## config.mk

```make
export PLATFORM = sky130hd
export DESIGN_NAME = perf_counter_bank
export DESIGN_NICKNAME = d
export VERILOG_FILES = /design/src/rtl/perf_pkg.sv /design/src/rtl/perf_ctr.sv /design/src/rtl/perf_counter_bank.sv
export SDC_FILE = /design/constraint.sdc
export NUM_CORES = 1
export LEC_CHECK = 0
export CAP_MARGIN = 40
export CELL_PAD_IN_SITES_DETAIL_PLACEMENT = 0
export CELL_PAD_IN_SITES_GLOBAL_PLACEMENT = 1
export CORE_AREA = 2 2 166 168
export DETAILED_ROUTE_END_ITERATION = 7
export DIE_AREA = 0 0 168 170
export DONT_BUFFER_PORTS = 1
export PLACE_DENSITY = 0.89
export SYNTH_ARGS = -nofsm -noshare
export SYNTH_HDL_FRONTEND = slang
export SYNTH_SLANG_ARGS = --single-unit
```

## constraint.sdc

```tcl
create_clock -name clk -period 5 [get_ports clk]
set_input_delay 1 -clock clk [delete_from_list [all_inputs] [get_ports clk]]
set_output_delay 1 -clock clk [all_outputs]
set_load 0.01 [all_outputs]
```

## src/rtl/perf_pkg.sv

```systemverilog
// Shared constants for the performance counter bank: channel map and default sizes.
package perf_pkg;

  localparam int unsigned PERF_NUM_CH_DEFAULT = 6;
  localparam int unsigned PERF_CNT_W_DEFAULT  = 32;

  localparam int unsigned PERF_CH_INST  = 0;
  localparam int unsigned PERF_CH_ICREQ = 1;
  localparam int unsigned PERF_CH_ICHIT = 2;
  localparam int unsigned PERF_CH_DCREQ = 3;
  localparam int unsigned PERF_CH_DCHIT = 4;
  localparam int unsigned PERF_CH_HALT  = 5;

  // Select width for a bank of n channels; never narrower than one bit.
  function automatic int unsigned perf_sel_w(input int unsigned n);
    return (n > 1) ? $clog2(n) : 1;
  endfunction

endpackage

```

## src/rtl/perf_ctr.sv

```systemverilog
// Single event counter with synchronous clear and a sticky wrap flag.
module perf_ctr
  import perf_pkg::*;
#(
  parameter int unsigned CNT_W = PERF_CNT_W_DEFAULT
) (
  input  logic             i_clk,
  input  logic             i_rst,
  input  logic             i_clr,
  input  logic             i_inc,
  output logic [CNT_W-1:0] o_cnt,
  output logic             o_ovf
);

  logic [CNT_W-1:0] r_cnt;
  logic             r_ovf;

  // Flag rises on the same edge the count wraps from all-ones to zero.
  always_ff @(posedge i_clk) begin
    if (!i_rst) begin
      r_cnt <= '0;
      r_ovf <= 1'b0;
    end else if (i_clr) begin
      r_cnt <= '0;
      r_ovf <= 1'b0;
    end else if (i_inc) begin
      r_cnt <= r_cnt + CNT_W'(1);
      if (&r_cnt) r_ovf <= 1'b1;
    end
  end

  assign o_cnt = r_cnt;
  assign o_ovf = r_ovf;

endmodule

```

## src/rtl/perf_counter_bank.sv

```systemverilog
// Event counter bank with freeze-on-halt and a registered read port.
// Optional shadow bank selected by PERF_SNAPSHOT_EN.
module perf_counter_bank
  import perf_pkg::*;
#(
  parameter int unsigned NUM_CH = PERF_NUM_CH_DEFAULT,
  parameter int unsigned CNT_W  = PERF_CNT_W_DEFAULT,
  parameter int unsigned SEL_W  = perf_sel_w(NUM_CH)
) (
  input  logic              clk,
  input  logic              rst,
  input  logic              en,
  input  logic              clr,
  input  logic [NUM_CH-1:0] ev,
  input  logic              halt,
  input  logic              snap,
  input  logic              rd_req,
  input  logic [SEL_W-1:0]  rd_sel,
  input  logic              rd_shadow,
  output logic              rd_valid,
  output logic [CNT_W-1:0]  rd_data,
  output logic [NUM_CH-1:0] ovf,
  output logic [CNT_W-1:0]  cycle_count,
  output logic              frozen
);

  logic [CNT_W-1:0]  w_cnt [NUM_CH];
  logic [NUM_CH-1:0] w_inc;
  logic              w_cnt_en;
  logic              w_cyc_ovf_unused;
  logic              r_frozen;
  logic              r_rd_valid;
  logic [CNT_W-1:0]  r_rd_data;
  logic [CNT_W-1:0]  w_rd_data_c;

  assign w_cnt_en = en & ~r_frozen & ~clr;
  assign w_inc    = ev & {NUM_CH{w_cnt_en}};

  for (genvar g = 0; g < NUM_CH; g++) begin : g_ch
    perf_ctr #(.CNT_W(CNT_W)) u_ctr (
      .i_clk (clk),
      .i_rst (rst),
      .i_clr (clr),
      .i_inc (w_inc[g]),
      .o_cnt (w_cnt[g]),
      .o_ovf (ovf[g])
    );
  end

  // Cycle counter wraps silently; its flag is not exported.
  perf_ctr #(.CNT_W(CNT_W)) u_cyc (
    .i_clk (clk),
    .i_rst (rst),
    .i_clr (clr),
    .i_inc (w_cnt_en),
    .o_cnt (cycle_count),
    .o_ovf (w_cyc_ovf_unused)
  );

  // Freeze is registered from halt; only clr or reset releases it.
  always_ff @(posedge clk) begin
    if (!rst) begin
      r_frozen <= 1'b0;
    end else if (clr) begin
      r_frozen <= 1'b0;
    end else if (halt) begin
      r_frozen <= 1'b1;
    end
  end

`ifdef PERF_SNAPSHOT_EN
  logic [CNT_W-1:0] r_shadow [NUM_CH+1];
  logic             w_take;

  assign w_take = snap | (halt & ~r_frozen & ~clr);

  // Shadow captures post-update values; clr does not touch it.
  always_ff @(posedge clk) begin
    if (!rst) begin
      for (int unsigned i = 0; i <= NUM_CH; i++) r_shadow[i] <= '0;
    end else if (w_take) begin
      for (int unsigned i = 0; i < NUM_CH; i++) begin
        r_shadow[i] <= clr ? '0 : w_cnt[i] + CNT_W'(w_inc[i]);
      end
      r_shadow[NUM_CH] <= clr ? '0 : cycle_count + CNT_W'(w_cnt_en);
    end
  end

  always_comb begin
    w_rd_data_c = '0;
    if (rd_shadow) begin
      for (int unsigned i = 0; i <= NUM_CH; i++) begin
        if (32'(rd_sel) == i) w_rd_data_c = r_shadow[i];
      end
    end else begin
      for (int unsigned i = 0; i < NUM_CH; i++) begin
        if (32'(rd_sel) == i) w_rd_data_c = w_cnt[i];
      end
    end
  end
`else
  logic w_snap_unused;
  assign w_snap_unused = snap | rd_shadow;

  always_comb begin
    w_rd_data_c = '0;
    for (int unsigned i = 0; i < NUM_CH; i++) begin
      if (32'(rd_sel) == i) w_rd_data_c = w_cnt[i];
    end
  end
`endif

  // Read returns pre-update counter values one cycle after the request.
  always_ff @(posedge clk) begin
    if (!rst) begin
      r_rd_valid <= 1'b0;
      r_rd_data  <= '0;
    end else begin
      r_rd_valid <= rd_req;
      if (rd_req) r_rd_data <= w_rd_data_c;
    end
  end

  assign rd_valid = r_rd_valid;
  assign rd_data  = r_rd_data;
  assign frozen   = r_frozen;

endmodule

```

==> results of run 1 <==
-- state kept, by name, summed over array words and instances (netlist names) --
name / cells
frozen: 1
g_ch.u_ctr.o_cnt: 192
g_ch.u_ctr.o_ovf: 6
rd_data: 32
rd_valid: 1
u_cyc.o_cnt: 32
-- cell usage in the layout, fill, tap and decap left out, types with 29 or more instances in the layout --
master and n:
sky130_fd_sc_hd__nand3_1 78, sky130_fd_sc_hd__inv_1 31, sky130_fd_sc_hd__dfxtp_1 264, sky130_fd_sc_hd__nand2_1 121
sky130_fd_sc_hd__o21ai_0 60, sky130_fd_sc_hd__clkbuf_16 29, sky130_fd_sc_hd__nor4_1 31, sky130_fd_sc_hd__nand2b_1 58
sky130_fd_sc_hd__a21oi_1 59, sky130_fd_sc_hd__xor2_1 93, sky130_fd_sc_hd__xnor2_1 91, sky130_fd_sc_hd__nor2_1 215
sky130_fd_sc_hd__nand4_1 69, sky130_fd_sc_hd__mux2i_1 34, sky130_fd_sc_hd__nor3_1 50
-- cell type report --
class	count	area share (%)
clock buffer	41	6.00
multi-input combinational	1195	51.6
clock inverter	10	0.864
timing repair buffer	15	0.873
sequential	264	36.9
tap	341	2.98
inverter	31	0.811
-- cell families (layout without fill, tap and decap cells) --
logic type / count (synthesis) / count (layout) / share of synthesized area, %
adders and majority gates: 7 / 7 / 0.664
and+or+nand+nor: 739 / 739 / 28.9
muxes: 36 / 36 / 2.75
DFF: 264 / 264 / 40.1
xor gates and xnor gates: 184 / 184 / 12.2
buffers and inverters: 126 / 97 / 3.98
AOI/OAI and AO/OA: 229 / 229 / 11.4
-- tightest hold or removal path, delay by kind of cell (launching register included) --
kind | cells | cell delay (ps)
flops | 1 | 310
mux | 1 | 60
simple gates | 1 | 70
-- worst min path at each step --
stage | endpoint | cells past startpoint | slack, ps
detailed placement | g_ch[3].u_ctr.o_cnt[31]$_SDFFE_PP0N_ | 2 | 480
CTS | g_ch[3].u_ctr.o_cnt[31]$_SDFFE_PP0N_ | 2 | 490
global placement | g_ch[3].u_ctr.o_cnt[31]$_SDFFE_PP0N_ | 2 | 470
global route | g_ch[5].u_ctr.o_ovf$_SDFFE_PP0P_ | 2 | 510
finish | g_ch[3].u_ctr.o_cnt[31]$_SDFFE_PP0N_ | 2 | 480
floorplan | g_ch[2].u_ctr.o_ovf$_SDFFE_PP0P_ | 2 | 420
-- where the power goes --
group | switching (mW) | leakage (nW) | internal (mW)
Clock | 0.874 | 0.489 | 1.30
Sequential | 0.0183 | 2.13 | 2.12
Combinational | 0.0937 | 1.94 | 0.0573
-- metrics by stage --
stage | area [um^2] | util [%] | setup WS, ps | std cells | power, mW
floorplan | 13200 | - | 2400 | 1585 | 2.31
global placement | 13300 | 50.0 | 1770 | 1844 | 2.33
detailed placement | 13400 | 50.1 | 1800 | 1846 | 2.33
CTS | 14300 | 53.8 | 2360 | 1897 | 4.51
global route | 14300 | 53.8 | 2190 | 1897 | 4.60
finish | 14300 | 53.8 | 2360 | 1897 | 4.46
-- metal layers --
metal,wire [um],up-vias,GRT usage [%],part of all wire [%]
met5,0,-,0,0
met4,614,0,5.75,1.9
met3,1860,44,3.65,5.6
met2,15400,270,39.0,47
met1,15100,5120,30.7,46
li1,-,5452,-,-
==> results.md, run 1 <==
* **status** complete, no violations
* **number of nets still failing antenna checks after routing** 0
* **routed wire length** 33.0 mm
* **Post-Synthesis Cell Area** 13,200 um^2
* **Final GP Congestion** 0.875
* **worst reg2reg path startpoint** frozen$_SDFFE_PP0P_
* **maxcap violations** 0
* **Setup Crit Path Kind** flip-flop to flip-flop
* **Diodes inserted** 0
* **clock transition at the registers of the reported paths** 60 ps
* **Pwr per Cell Area** 311 nW/um^2
* **largest fanout on the critical path** 10
* **multi-input logic area** 7400 um^2
* **depth of the most critical reg-to-reg path** 5
* **family of cells with the greatest summed delay on the critical path** simple AND/OR/NAND/NOR gates
* **Ports** 89
* **layout overhead on the synthesized area** 8.74%
* **initial antenna violation count** 0
* **synthesized area divided by synthesized cell count** 8.32 um^2
* **post-synthesis register bit count** 264
* **fraction of layout cells with a size suffix above 1** 6.17%
* **warning count from the yosys run** 0
* **most numerous cell in the Yosys netlist** sky130_fd_sc_hd__dfxtp_1
* **setup repair after global routing missed its margin** false
* **number of gates on the worst path with buffers counted** 5
* **Critical path destination** g_ch[4].u_ctr.o_cnt[31]$_SDFFE_PP0N_
* **crit path cell chain** or3b_1 > nor4_2 > nand4_1 > nor3_1 > mux2_2
* **Final Hold Vio Count** 0
* **maximum ir drop on the vdd rail** 0.248 mV
* **maximum count of clock buffers along a single path** 3
* **count of hold buffers inserted by post-cts repair** 0
* **estimated wirelength of the detail-placed design** 23.6 mm
* **Routed WL per cell** 17.4 um
* **actual slew at the worst max-slew pin** 939 ps
* **number of placement rows** 60
* **cts repair resizes** 0
* **leakage power figure** 4.56 nW
* **number of buffer and inverter stages on the critical path** 0
* **final setup violating endpoints** 0
* **Hold Path Class** flip-flop to flip-flop
* **arrival time reported for the critical path endpoint** 3090 ps
* **initial core utilization** 49.5%
* **net total in the final layout** 1,560
* **Sum Neg Setup Slack** 0 ps
* **number of H-tree levels** 1
* **total nets after synthesis** 1,609
* **R2R Setup Slk** 2360 ps
* **count of unresolved DRC violations after routing** 0
* **number of global-route vias before repair** 10,200
* **worst path required time** 5450 ps
* **minimum clock period after layout** 2640 ps
* **area of the placeable core** 26,700 um^2
* **critical path endpoint category** flip-flop
* **GR Util All Layers** 23.0%
* **post-synth top area share** 40.1%
* **Worst path max stage delay** 660 ps
* **library cell with the largest summed area after synthesis** sky130_fd_sc_hd__dfxtp_1
* **die height** 170 um
* **pin count of the biggest net entering global routing** 68
* **drt first-iter violations** 768
* **Die Width** 168 um
* **GRT overflow** 0
* **HP Start** g_ch[3].u_ctr.o_cnt[31]$_SDFFE_PP0N_
* **area enclosed by the die boundary** 28,600 um^2
* **worst setup skew after layout** 16.0 ps
* **final period utilization** 52.7%
* **timing startpoint of the critical path** frozen$_SDFFE_PP0P_
* **detailed-router iteration count before antenna repair** 5
* **share of synthesized registers carrying an async set or reset** 0%
* **clock network latency to the later pin of the worst-skew pair** 560 ps
* **ys flop type** sky130_fd_sc_hd__dfxtp_1
* **via count** 10,900
* **number of standard cells after synthesis** 1,585
* **count of fill cells added during filler insertion** 2,500
* **synth top area cells** sky130_fd_sc_hd__dfxtp_1 40%, sky130_fd_sc_hd__xor2_1 6.2%, sky130_fd_sc_hd__nor2_1 6.1%
* **highest achievable clock rate** 379 MHz
* **Sinks on Clock Net** 264
* **Post CTS Setup Buffer Count** 0
* **area used by sequential logic in the layout** 5290 um^2
* **kind of start point of the critical path** flip-flop
* **Cell variety after synth** 54
* **Slew Limit Headroom** 36.9%
* **share of the yosys chip area belonging to registers** 40.1%
* **clock tree from TritonCTS** yes
* **count of flip-flops with a built-in enable after synthesis** 0
* **CTS Root Buffer Type** sky130_fd_sc_hd__clkbuf_16
* **total clock buffers created by CTS** 29
* **routed vias/inst** 5.74
* **most frequent cells after synthesis** 264 x sky130_fd_sc_hd__dfxtp_1, 215 x sky130_fd_sc_hd__nor2_1, 121 x sky130_fd_sc_hd__nand2_1
* **final max-slew violation count** 0
* **tightest hold margin** 483 ps
* **first-pass GRT wire length** 53.7 mm
* **Port Buffer Count** 0
* **terminus of the critical flop-to-flop path** g_ch[4].u_ctr.o_cnt[31]$_SDFFE_PP0N_
* **slowest cell on the critical path** sky130_fd_sc_hd__or3b_1
(Power assumes the default switching activity.)
==> run 2, diff against run 1 <==
- CORE_AREA: 2 2 166 168 -> 2 2 177 179
- DIE_AREA: 0 0 168 170 -> 0 0 179 181
- PLACE_DENSITY: 0.89 -> 0.83
- clock period: 5 -> 2.4 ns (I/O delays scaled with it)
==> results.md, run 2 (synthesis gave the netlist of run 1 again) <==
* **largest fanout on the critical path** 16, +6
* **Die Width** 179 um, +6.5%
* **GR Util All Layers** 21.7%, -1.3 points
* **Worst path max stage delay** 430 ps, -230 ps
* **number of placement rows** 64, +6.7%
* **slowest cell on the critical path** sky130_fd_sc_hd__nor3b_4
* **estimated wirelength of the detail-placed design** 25.0 mm, +6.1%
* **net total in the final layout** 1,594, +2.2%
* **cell count after placement** 1,934, +4.8%
* **Sum Neg Setup Slack** 0 ps, unchanged
* **total clock buffers created by CTS** 30, +3.4%
* **number of global-route vias before repair** 10,300, +0.94%
* **non-filler cells in the finished layout** 1,986, +4.7%
* **final period utilization** 93.0%, +40 points
* **depth of the most critical reg-to-reg path** 8, +3
* **die height** 181 um, +6.5%
* **HP Start** rst
* **count of hold buffers inserted by post-cts repair** 0, unchanged
* **kind of start point of the critical path** flip-flop
* **clock network latency to the later pin of the worst-skew pair** 560 ps, about the same
* **Post CTS Setup Buffer Count** 0, unchanged
* **clock tree from TritonCTS** yes
* **leakage power figure** 4.76 nW, +4.4%
* **count of unresolved DRC violations after routing** 0, unchanged
* **area enclosed by the die boundary** 32,400 um^2, +13%
* **initial core utilization** 43.5%, -6.0 points
* **GRT overflow** 0, unchanged
* **arrival time reported for the critical path endpoint** 2720 ps, -370 ps
* **Diodes inserted** 0, unchanged
* **pin count of the biggest net entering global routing** 68, unchanged
* **highest achievable clock rate** 448 MHz, +18%
* **Placed Instance Area** 13,700 um^2, +2.6%
* **Overall Power** 9.56 mW, +110%
* **via count** 11,200, +3.1%
* **initial antenna violation count** 0, unchanged
* **most repeated library cell on the critical path** sky130_fd_sc_hd__buf_4
* **hold path endpoint** rd_data[18]$_SDFFE_PN0P_
* **Final GP Congestion** 0.897, +2.6%
* **CTS Root Buffer Type** sky130_fd_sc_hd__clkbuf_16
* **clock transition at the registers of the reported paths** 60 ps, about the same
* **area of the placeable core** 30,300 um^2, +14%
* **detailed-router iteration count before antenna repair** 6, +1
* **post-route core utilization** 48.6%, -5.3 points
* **Setup Crit Path Kind** flip-flop to flip-flop
* **routed vias/inst** 5.65, -1.5%
* **Ports** 89, unchanged
* **most common library cell in the layout ignoring fill and taps** sky130_fd_sc_hd__dfxtp_1
* **Routed WL per cell** 17.9 um, +2.9%
* **routed wire length** 35.5 mm, +7.7%
* **Slew Limit Headroom** 53.4%, +17 points
* **Hold Path Class** input port to flip-flop
* **final design area excluding fillers** 14,700 um^2, +2.8%
* **critical path endpoint category** flip-flop
* **tightest hold margin** 39.0 ps, -444 ps
* **maximum count of clock buffers along a single path** 3, unchanged
* **Final Hold Vio Count** 0, unchanged
* **first-pass GRT wire length** 56.4 mm, +5.0%
* **terminus of the critical flop-to-flop path** g_ch[5].u_ctr.o_ovf$_SDFFE_PP0P_
* **Sinks on Clock Net** 264, unchanged
* **crit path cell chain** buf_4 > nor3b_4 > buf_4 > nand4_1 > buf_4 > nor4_2 > nand3_1 > nand2_1
* **pre-CTS setup slack** 44.4 ps, -1750 ps
* **family of cells with the greatest summed delay on the critical path** simple AND/OR/NAND/NOR gates
* **final setup violating endpoints** 0, unchanged
* **Port Buffer Count** 0, unchanged
* **maximum ir drop on the vdd rail** 0.557 mV, +120%
* **Pwr per Cell Area** 649 nW/um^2, +110%
* **maxcap violations** 0, unchanged
* **minimum clock period after layout** 2230 ps, -406 ps
* **drt first-iter violations** 790, +2.9%
* **worst setup skew after layout** 17.8 ps, +1.83 ps
* **cts repair resizes** 0, unchanged
* **actual slew at the worst max-slew pin** 696 ps, -243 ps
* **worst reg2reg path startpoint** frozen$_SDFFE_PP0P_
* **number of nets still failing antenna checks after routing** 0, unchanged
* **number of buffer and inverter stages on the critical path** 3, +3
* **R2R Setup Slk** 170 ps, -2190 ps
* **cell depth of the worst hold path** 1, -1
* **worst path required time** 2890 ps, -2560 ps
* **layout overhead on the synthesized area** 11.7%
* **fraction of layout cells with a size suffix above 1** 8.18%, +2.0 points
* **post-route worst setup slack** 169 ps, -2190 ps
* **commonest cells after routing, fill and taps aside** 264 x sky130_fd_sc_hd__dfxtp_1, 215 x sky130_fd_sc_hd__nor2_1, 121 x sky130_fd_sc_hd__nand2_1, 93 x sky130_fd_sc_hd__xor2_1, 91 x sky130_fd_sc_hd__xnor2_1
* **setup repair after global routing missed its margin** false
* **status** complete, no violations
* **max FFs per register** 192, unchanged
* **final max-slew violation count** 0, unchanged
* **number of H-tree levels** 1, unchanged
## run 2: worst max-delay path by stage
stage,startpoint,endpoint,cells past startpoint
6_report,frozen$_SDFFE_PP0P_,g_ch[5].u_ctr.o_ovf$_SDFFE_PP0P_,8
3_3_place_gp,clr,g_ch[3].u_ctr.o_cnt[31]$_SDFFE_PP0N_,6
2_1_floorplan,clr,g_ch[4].u_ctr.o_cnt[31]$_SDFFE_PP0N_,5
5_1_grt,frozen$_SDFFE_PP0P_,g_ch[5].u_ctr.o_ovf$_SDFFE_PP0P_,8
3_5_place_dp,clr,g_ch[3].u_ctr.o_ovf$_SDFFE_PP0P_,6
4_1_cts,frozen$_SDFFE_PP0P_,g_ch[3].u_ctr.o_cnt[28]$_SDFFE_PP0N_,6
## run 2: per-layer routing
| layer | track usage, % | routed length (um) | vias up |
|---|---|---|---|
| li1 | - | - | 5530 |
| met1 | 29.6 | 15800 | 5331 |
| met2 | 34.3 | 16100 | 301 |
| met3 | 4.73 | 2630 | 61 |
| met4 | 5.89 | 941 | 0 |
| met5 | 0 | 0 | - |
## run 2: area by class of cell
cell class,count,area [um^2]
fill,2920,15600
multi-input combinational,1195,7400
sequential,264,5290
clock buffer,43,911
tap,396,495
timing repair buffer,48,398
clock inverter,9,129
inverter,31,116
## run 2: where the power goes
group	leakage [nW]	switching, mW	internal (mW)
logic	2.12	0.200	0.127
registers	2.13	0.0371	4.41
clock network	0.515	1.85	2.93
total	4.76	2.09	7.47
